==> config.mk <==
export PLATFORM = sky130hd
export DESIGN_NAME = addr_tr_sched_flat
export DESIGN_NICKNAME = d
export VERILOG_FILES = /design/src/rtl/addr_tr_sched_if.sv /design/src/rtl/addr_tr_sched.sv /design/src/flat_wrapper.sv
export SDC_FILE = /design/constraint.sdc
export NUM_CORES = 1
export LEC_CHECK = 0
export ABC_AREA = 1
export CAP_MARGIN = 0
export CORE_UTILIZATION = 50
export DETAILED_ROUTE_END_ITERATION = 8
export GPL_TIMING_DRIVEN = 0
export PLACE_DENSITY = 0.76
export SLEW_MARGIN = 20
export SYNTH_ARGS = -nofsm -noshare
export SYNTH_HDL_FRONTEND = slang
export SYNTH_SLANG_ARGS = --single-unit
==> constraint.sdc <==
create_clock -name clk -period 6.85 [get_ports clk]
set_input_delay 1.0275 -clock clk [delete_from_list [all_inputs] [get_ports clk]]
set_output_delay 1.0275 -clock clk [all_outputs]
set_load 0.05 [all_outputs]
==> src/rtl/addr_tr_sched_if.sv <==
// Request/result handshake bundle for the segment address translator front end.
// Two requester channels plus the registered result channel toward the host.
interface addr_tr_sched_if #(
  parameter int ADDR_BITCOUNT = 64,
  parameter int TAG_BITS      = 8
);
  logic                     req0_valid;
  logic                     req0_ready;
  logic [ADDR_BITCOUNT-1:0] req0_addr;
  logic [TAG_BITS-1:0]      req0_tag;

  logic                     req1_valid;
  logic                     req1_ready;
  logic [ADDR_BITCOUNT-1:0] req1_addr;
  logic [TAG_BITS-1:0]      req1_tag;

  logic                     out_valid;
  logic                     out_ready;
  logic [ADDR_BITCOUNT-1:0] out_addr;
  logic [TAG_BITS-1:0]      out_tag;
  logic                     out_src;
  logic                     out_err;

  modport master (
    output req0_valid, req0_addr, req0_tag,
    output req1_valid, req1_addr, req1_tag,
    output out_ready,
    input  req0_ready, req1_ready,
    input  out_valid, out_addr, out_tag, out_src, out_err
  );

  modport slave (
    input  req0_valid, req0_addr, req0_tag,
    input  req1_valid, req1_addr, req1_tag,
    input  out_ready,
    output req0_ready, req1_ready,
    output out_valid, out_addr, out_tag, out_src, out_err
  );
endinterface

==> src/rtl/addr_tr_sched.sv <==
// Segment translator front end: four base registers, round-robin arbitration of two
// requesters, one registered translation per cycle with fault flagging and error count.
module addr_tr_sched #(
  parameter int ADDR_BITCOUNT = 64,
  parameter int TAG_BITS      = 8,
  parameter int ERR_CNT_BITS  = 16
) (
  input  logic                     clk,
  input  logic                     rst,
  input  logic                     cfg_wr_en,
  input  logic [1:0]               cfg_seg,
  input  logic [ADDR_BITCOUNT-1:0] cfg_base,
  input  logic                     cfg_clear,
  output logic [3:0]               seg_valid,
  addr_tr_sched_if.slave           bus,
  output logic [ERR_CNT_BITS-1:0]  err_cnt
);

  logic [ADDR_BITCOUNT-1:0] base_q [4];
  logic [3:0]               seg_valid_q;

  // rr_last_q holds the most recently granted port; reset to 1 so port 0 wins the first tie.
  logic                     rr_last_q, rr_last_d;
  logic                     out_valid_q, out_valid_d;
  logic [ADDR_BITCOUNT-1:0] out_addr_q, out_addr_d;
  logic [TAG_BITS-1:0]      out_tag_q, out_tag_d;
  logic                     out_src_q, out_src_d;
  logic                     out_err_q, out_err_d;
  logic [ERR_CNT_BITS-1:0]  err_cnt_q, err_cnt_d;

  logic                     slot_free;
  logic                     grant0, grant1;
  logic                     accept;
  logic [ADDR_BITCOUNT-1:0] addr_sel;
  logic [TAG_BITS-1:0]      tag_sel;
  logic [1:0]               seg;
  logic                     high_nz;
  logic                     fault;
  logic [ADDR_BITCOUNT-1:0] xlat_sum;

  always_comb begin
    slot_free = ~out_valid_q | bus.out_ready;
    grant0    = bus.req0_valid & (~bus.req1_valid | rr_last_q);
    grant1    = bus.req1_valid & ~grant0;
  end

  // Nothing is accepted while reset is asserted, regardless of the valids.
  assign bus.req0_ready = grant0 & slot_free & ~rst;
  assign bus.req1_ready = grant1 & slot_free & ~rst;

  always_comb begin
    accept   = (bus.req0_valid & bus.req0_ready) | (bus.req1_valid & bus.req1_ready);
    addr_sel = grant1 ? bus.req1_addr : bus.req0_addr;
    tag_sel  = grant1 ? bus.req1_tag  : bus.req0_tag;
    seg      = addr_sel[31:30];
  end

  generate
    if (ADDR_BITCOUNT > 32) begin : g_high
      assign high_nz = |addr_sel[ADDR_BITCOUNT-1:32];
    end else begin : g_no_high
      assign high_nz = 1'b0;
    end
  endgenerate

  assign fault    = high_nz | ~seg_valid_q[seg];
  assign xlat_sum = base_q[seg] + {{(ADDR_BITCOUNT-30){1'b0}}, addr_sel[29:0]};

  always_comb begin
    rr_last_d   = rr_last_q;
    out_valid_d = out_valid_q;
    out_addr_d  = out_addr_q;
    out_tag_d   = out_tag_q;
    out_src_d   = out_src_q;
    out_err_d   = out_err_q;
    err_cnt_d   = err_cnt_q;
    if (accept) begin
      out_valid_d = 1'b1;
      out_addr_d  = fault ? '0 : xlat_sum;
      out_tag_d   = tag_sel;
      out_src_d   = grant1;
      out_err_d   = fault;
      rr_last_d   = grant1;
      if (fault && !(&err_cnt_q)) err_cnt_d = err_cnt_q + 1'b1;
    end else if (bus.out_ready) begin
      out_valid_d = 1'b0;
    end
  end

  always_ff @(posedge clk) begin
    if (rst) begin
      rr_last_q   <= 1'b1;
      out_valid_q <= 1'b0;
      out_addr_q  <= '0;
      out_tag_q   <= '0;
      out_src_q   <= 1'b0;
      out_err_q   <= 1'b0;
      err_cnt_q   <= '0;
    end else begin
      rr_last_q   <= rr_last_d;
      out_valid_q <= out_valid_d;
      out_addr_q  <= out_addr_d;
      out_tag_q   <= out_tag_d;
      out_src_q   <= out_src_d;
      out_err_q   <= out_err_d;
      err_cnt_q   <= err_cnt_d;
    end
  end

  // Clear is applied before a same-cycle write, so the written segment survives.
  always_ff @(posedge clk) begin
    if (rst) begin
      for (int i = 0; i < 4; i++) base_q[i] <= '0;
      seg_valid_q <= '0;
    end else begin
      if (cfg_clear) begin
        for (int i = 0; i < 4; i++) base_q[i] <= '0;
        seg_valid_q <= '0;
      end
      if (cfg_wr_en) begin
        base_q[cfg_seg]      <= cfg_base;
        seg_valid_q[cfg_seg] <= 1'b1;
      end
    end
  end

  assign seg_valid     = seg_valid_q;
  assign err_cnt       = err_cnt_q;
  assign bus.out_valid = out_valid_q;
  assign bus.out_addr  = out_addr_q;
  assign bus.out_tag   = out_tag_q;
  assign bus.out_src   = out_src_q;
  assign bus.out_err   = out_err_q;

endmodule
==> src/flat_wrapper.sv <==
// flat-port wrapper written by rule: the top's interface ports become plain ports
module addr_tr_sched_flat 
#(
  parameter int ADDR_BITCOUNT = 64,
  parameter int TAG_BITS      = 8,
  parameter int ERR_CNT_BITS  = 16
)
  (clk, rst, cfg_wr_en, cfg_seg, cfg_base, cfg_clear, seg_valid, err_cnt, bus_req0_valid, bus_req0_addr, bus_req0_tag, bus_req1_valid, bus_req1_addr, bus_req1_tag, bus_out_ready, bus_req0_ready, bus_req1_ready, bus_out_valid, bus_out_addr, bus_out_tag, bus_out_src, bus_out_err);
  addr_tr_sched_if #(.ADDR_BITCOUNT(ADDR_BITCOUNT), .TAG_BITS(TAG_BITS)) bus_i ();
  input  logic clk;
  input  logic rst;
  input  logic cfg_wr_en;
  input  logic [1:0] cfg_seg;
  input  logic [ADDR_BITCOUNT-1:0] cfg_base;
  input  logic cfg_clear;
  output logic [3:0] seg_valid;
  output logic [ERR_CNT_BITS-1:0] err_cnt;
  input wire logic [$bits(bus_i.req0_valid)-1:0] bus_req0_valid;
  input wire logic [$bits(bus_i.req0_addr)-1:0] bus_req0_addr;
  input wire logic [$bits(bus_i.req0_tag)-1:0] bus_req0_tag;
  input wire logic [$bits(bus_i.req1_valid)-1:0] bus_req1_valid;
  input wire logic [$bits(bus_i.req1_addr)-1:0] bus_req1_addr;
  input wire logic [$bits(bus_i.req1_tag)-1:0] bus_req1_tag;
  input wire logic [$bits(bus_i.out_ready)-1:0] bus_out_ready;
  output wire logic [$bits(bus_i.req0_ready)-1:0] bus_req0_ready;
  output wire logic [$bits(bus_i.req1_ready)-1:0] bus_req1_ready;
  output wire logic [$bits(bus_i.out_valid)-1:0] bus_out_valid;
  output wire logic [$bits(bus_i.out_addr)-1:0] bus_out_addr;
  output wire logic [$bits(bus_i.out_tag)-1:0] bus_out_tag;
  output wire logic [$bits(bus_i.out_src)-1:0] bus_out_src;
  output wire logic [$bits(bus_i.out_err)-1:0] bus_out_err;
  assign bus_i.req0_valid = bus_req0_valid;
  assign bus_i.req0_addr = bus_req0_addr;
  assign bus_i.req0_tag = bus_req0_tag;
  assign bus_i.req1_valid = bus_req1_valid;
  assign bus_i.req1_addr = bus_req1_addr;
  assign bus_i.req1_tag = bus_req1_tag;
  assign bus_i.out_ready = bus_out_ready;
  assign bus_req0_ready = bus_i.req0_ready;
  assign bus_req1_ready = bus_i.req1_ready;
  assign bus_out_valid = bus_i.out_valid;
  assign bus_out_addr = bus_i.out_addr;
  assign bus_out_tag = bus_i.out_tag;
  assign bus_out_src = bus_i.out_src;
  assign bus_out_err = bus_i.out_err;
  addr_tr_sched #(.ADDR_BITCOUNT(ADDR_BITCOUNT), .TAG_BITS(TAG_BITS), .ERR_CNT_BITS(ERR_CNT_BITS)) u_core (.clk(clk), .rst(rst), .cfg_wr_en(cfg_wr_en), .cfg_seg(cfg_seg), .cfg_base(cfg_base), .cfg_clear(cfg_clear), .seg_valid(seg_valid), .bus(bus_i), .err_cnt(err_cnt));
endmodule
==> results.md <==
- R2R Setup Slk: 1.19 ns
- Final core utilization: 64.9%
- Antenna-violating nets left: 0
- Ports: between 300 and 400
- Post-CTS Hold Fix Bufs: 0
- Fmax: 156 MHz
- Area contributors post-synth: edfxtp_1, nand2_1, dfxtp_1
- Number of global-route vias before repair: roughly 17000
- DRT Wirelength: around 62 mm
- WS Path Type: input pin to register
- Top-area cell type share of the netlist area: between 40% and 50%
- Worst-margin pin slew: about 0.92 ns
- H-tree depth: 2
- Slew Limit Fails: 0
- DRC errors left: 0
- Vias: around 18000
- Resize count post-CTS: 0
- Die height: 196 µm
- Final worst-path cycle share: 93.3%
- Cells after Synth: between 2000 and 2500
- Yosys top cell by area: edfxtp_1
- HP Class: register to register
- GP Congestion: 0.934
- Clock transition at the registers of the reported paths: around 0.060 ns
- Comb pwr share: roughly a fifth
- Ys async rst share: 0%
- Layout area overhead: 27.0%
- DR vias/cell: 5.46
- Synth top cells by count: nand2_1, nor2_1, inv_1, edfxtp_1, nand3_1
- Rel. slew slack: between 30% and 40%
- Netlist cell types: 48
- R2R cell count: 24
- Reg2reg start: u_core.rr_last_q$_SDFFE_PP1P_
- Arrival time at the worst endpoint: ~7 ns
- Starting Density: 51.1%
- Net Sw Frac: between 20 and 30%
- Antenna violations before repair: 2
- Clk_skew: ~0.05 ns
- Largest net degree at the start of global routing: 47
- Sequential share of power: between 40% and 50%
- Internal Pwr Total: 3.95 mW
- Max cap viols: 0
- Share of layout cells above drive strength 1: approximately 5.4%
- CTS tree: yes
- Pre-CTS setup slack: between 0.03 and 0.04 ns
- Sequential share of the synthesized area: 51.1%
- Final hold viol count: 0
- Power Dens Cells: 236 nW/µm²
- Mean Syn Cell Area: between 7 and 8 µm²
- Top FF cell, synth: edfxtp_1
- Initial drt markers: 1518
- Yosys warnings: 0
- Mapped Area: around 19000 µm²
- Clock latency on the worst-skew pair: about 0.6 ns
- Count leader, synth: nand2_1
- Hold path start: u_core.bus.out_addr[51]$_SDFFE_PP0P_
- Router iterations before antenna repair: 6
- Clock Tree Root: clkbuf_16
- Grt total ovfl: 0
- Clk network pwr share: 35.9%
- Post-synth EDFFs: approximately 260
- Fin nets: a little under 3000
- Leak: approximately 10 nW
- Post-DP HPWL: 46.5 mm
- Postcts setup bufs: 0
- CTS sink count: about 350
- Minimum clock period: roughly 6.4 ns
- Std cell rows: 70
- Post-Syn Nets: around 2600
- Die X: ~200 µm
- Status: finished clean
- CTS max path bufs: 3
- Hold path depth: 2
- Die ar.: 38400 µm²
- CP endpoint kind: register
- Hold Path Sink: u_core.bus.out_addr[51]$_SDFFE_PP0P_
- Startpoint Class: input pin
- R2R Path End: u_core.bus.out_addr[58]$_SDFFE_PP0P_
- Post-Route Setup TNS: 0 ns
- GR Util All Layers: 32.3%
- Port Buffer Count: ~310
- Sw Pwr: approximately 1.7 mW
- Crit Path Max Fanout: 10
- CTS buffer count: 38
- Total core area: about 37000 µm²
- Crit path required time: 7.33 ns
- Wire per inst: a little under 20 µm
- RSZ-0062 raised after global routing: false
- First-pass GRT wire length: roughly 94 mm
- Setup slack after layout: approximately 0.46 ns
- Seq cells post-synth: 352
- VDD IR max: 168 µV
- # setup viols final: 0
==> stage by stage <==
stage | power (mW) | hold WS [ns] | instances | area [µm²]
3_3_place_gp | 3.60 | 0.453 | 3137 | 22500
4_1_cts | 5.61 | 0.464 | 3208 | 23900
5_1_grt | 5.82 | 0.483 | 3210 | 23900
6_report | 5.63 | 0.464 | 3210 | 23900
2_1_floorplan | 3.17 | 0.503 | 2356 | 18800
3_5_place_dp | 3.62 | 0.456 | 3141 | 22600
==> metal layers <==
metal	global-route usage (%)	routed length, µm
met1	41.3	24400
met2	54.1	29500
met3	5.72	6160
met4	13.3	2120
met5	0	0
==> layout make-up <==
| type | instances | area [µm²] |
|---|---|---|
| Fill cell | 3125 | 12900 |
| Sequential cell | 352 | 9610 |
| Multi-Input combinational cell | 1627 | 7680 |
| Timing Repair Buffer | 317 | 3240 |
| Clock buffer | 56 | 1050 |
| Inverter | 273 | 1020 |
| Tap cell | 468 | 586 |
| Buffer | 104 | 513 |
| Clock inverter | 11 | 166 |
| Antenna cell | 2 | 5.00 |
==> kinds of logic (layout without fill, tap and decap cells) <==
kind of cell,after synthesis,count (layout),share of synthesized area [%]
AND/OR/NAND/NOR,1278,1278,28.6
XOR/XNOR,31,31,1.44
buffers and inverters,377,761,8.18
flip-flops,352,352,51.1
AO/OA/AOI/OAI,286,286,8.45
other,0,2,0
adder cells (fa/ha/maj),32,32,2.17
==> worst max-delay path by stage <==
stage                         startpoint                                   end  slack, ns  cells past startpoint
after floorplan           bus_req1_valid  u_core.bus.out_addr[46]$_SDFFE_PP0P_       2.31                     24
after global placement    bus_req1_valid  u_core.bus.out_addr[58]$_SDFFE_PP0P_       0.08                     26
after detailed placement  bus_req1_valid  u_core.bus.out_addr[58]$_SDFFE_PP0P_       0.03                     26
after CTS                 bus_req1_valid  u_core.bus.out_addr[58]$_SDFFE_PP0P_       0.58                     26
after global routing      bus_req1_valid  u_core.bus.out_addr[58]$_SDFFE_PP0P_       0.18                     26
final                     bus_req1_valid  u_core.bus.out_addr[58]$_SDFFE_PP0P_       0.46                     26
==> state kept, by name, indices dropped and copies added, names as in the netlist <==
| register | cells |
|---|---|
| u_core.base_q | 256 |
| u_core.err_cnt | 16 |
| u_core.bus.out_addr | 64 |
| u_core.bus.out_src | 1 |
| u_core.rr_last_q | 1 |
| u_core.bus.out_err | 1 |
| u_core.bus.out_valid | 1 |
| u_core.seg_valid | 4 |
| u_core.bus.out_tag | 8 |
==> power by group through the flow <==
stage          sequential (mW)  clock (mW)  combinational, mW
2_1_floorplan             2.50           0              0.668
3_3_place_gp              2.48           0               1.12
3_5_place_dp              2.48           0               1.14
4_1_cts                   2.43        2.03               1.15
5_1_grt                   2.44        2.10               1.27
6_report                  2.43        2.02               1.17
==> critical path, cell delays in order <==
cell             delay (ns)
clkdlybuf4s50_1        0.53
inv_1                  0.11
a21oi_4                0.34
nand2_2                0.32
nand2_8                0.19
buf_6                  0.17
buf_2                  0.27
clkbuf_1               0.51
nor2_1                 0.08
o22ai_1                0.39
ha_1                   0.25
inv_1                  0.05
fa_1                   0.40
o21ai_0                0.49
inv_1                  0.09
o21bai_1               0.35
nand3_1                0.12
nand2_1                0.16
nand2_1                0.07
nand2_1                0.15
nand2_1                0.13
nor2_2                 0.23
nand2_1                0.08
nand2_1                0.06
nand3_1                0.13
a21oi_1                0.15
==> cells in the final DEF, fill, tap and decap left out, types with 6 or more instances in the layout <==
cell / netlist / final
nand2_2: 14 / 14
ha_1: 31 / 31
nand3_1: 172 / 172
edfxtp_1: 256 / 256
buf_4: 7 / 7
nor2_1: 409 / 409
a21oi_1: 113 / 113
clkbuf_1: 68 / 83
nand2_4: 2 / 6
nor3_1: 13 / 13
nor4_1: 19 / 19
clkdlybuf4s50_1: 0 / 313
dfxtp_1: 96 / 96
or2_2: 6 / 6
o22ai_1: 30 / 30
clkbuf_16: 0 / 38
o21ai_0: 98 / 98
xnor2_1: 6 / 6
nor2_2: 16 / 16
a31oi_1: 13 / 13
nand4_1: 18 / 18
buf_2: 14 / 14
a21o_1: 9 / 9
xor2_1: 25 / 25
nand2_1: 587 / 583
buf_6: 9 / 9
inv_1: 270 / 270
No activity file was read; power rests on OpenSTA's default activity.
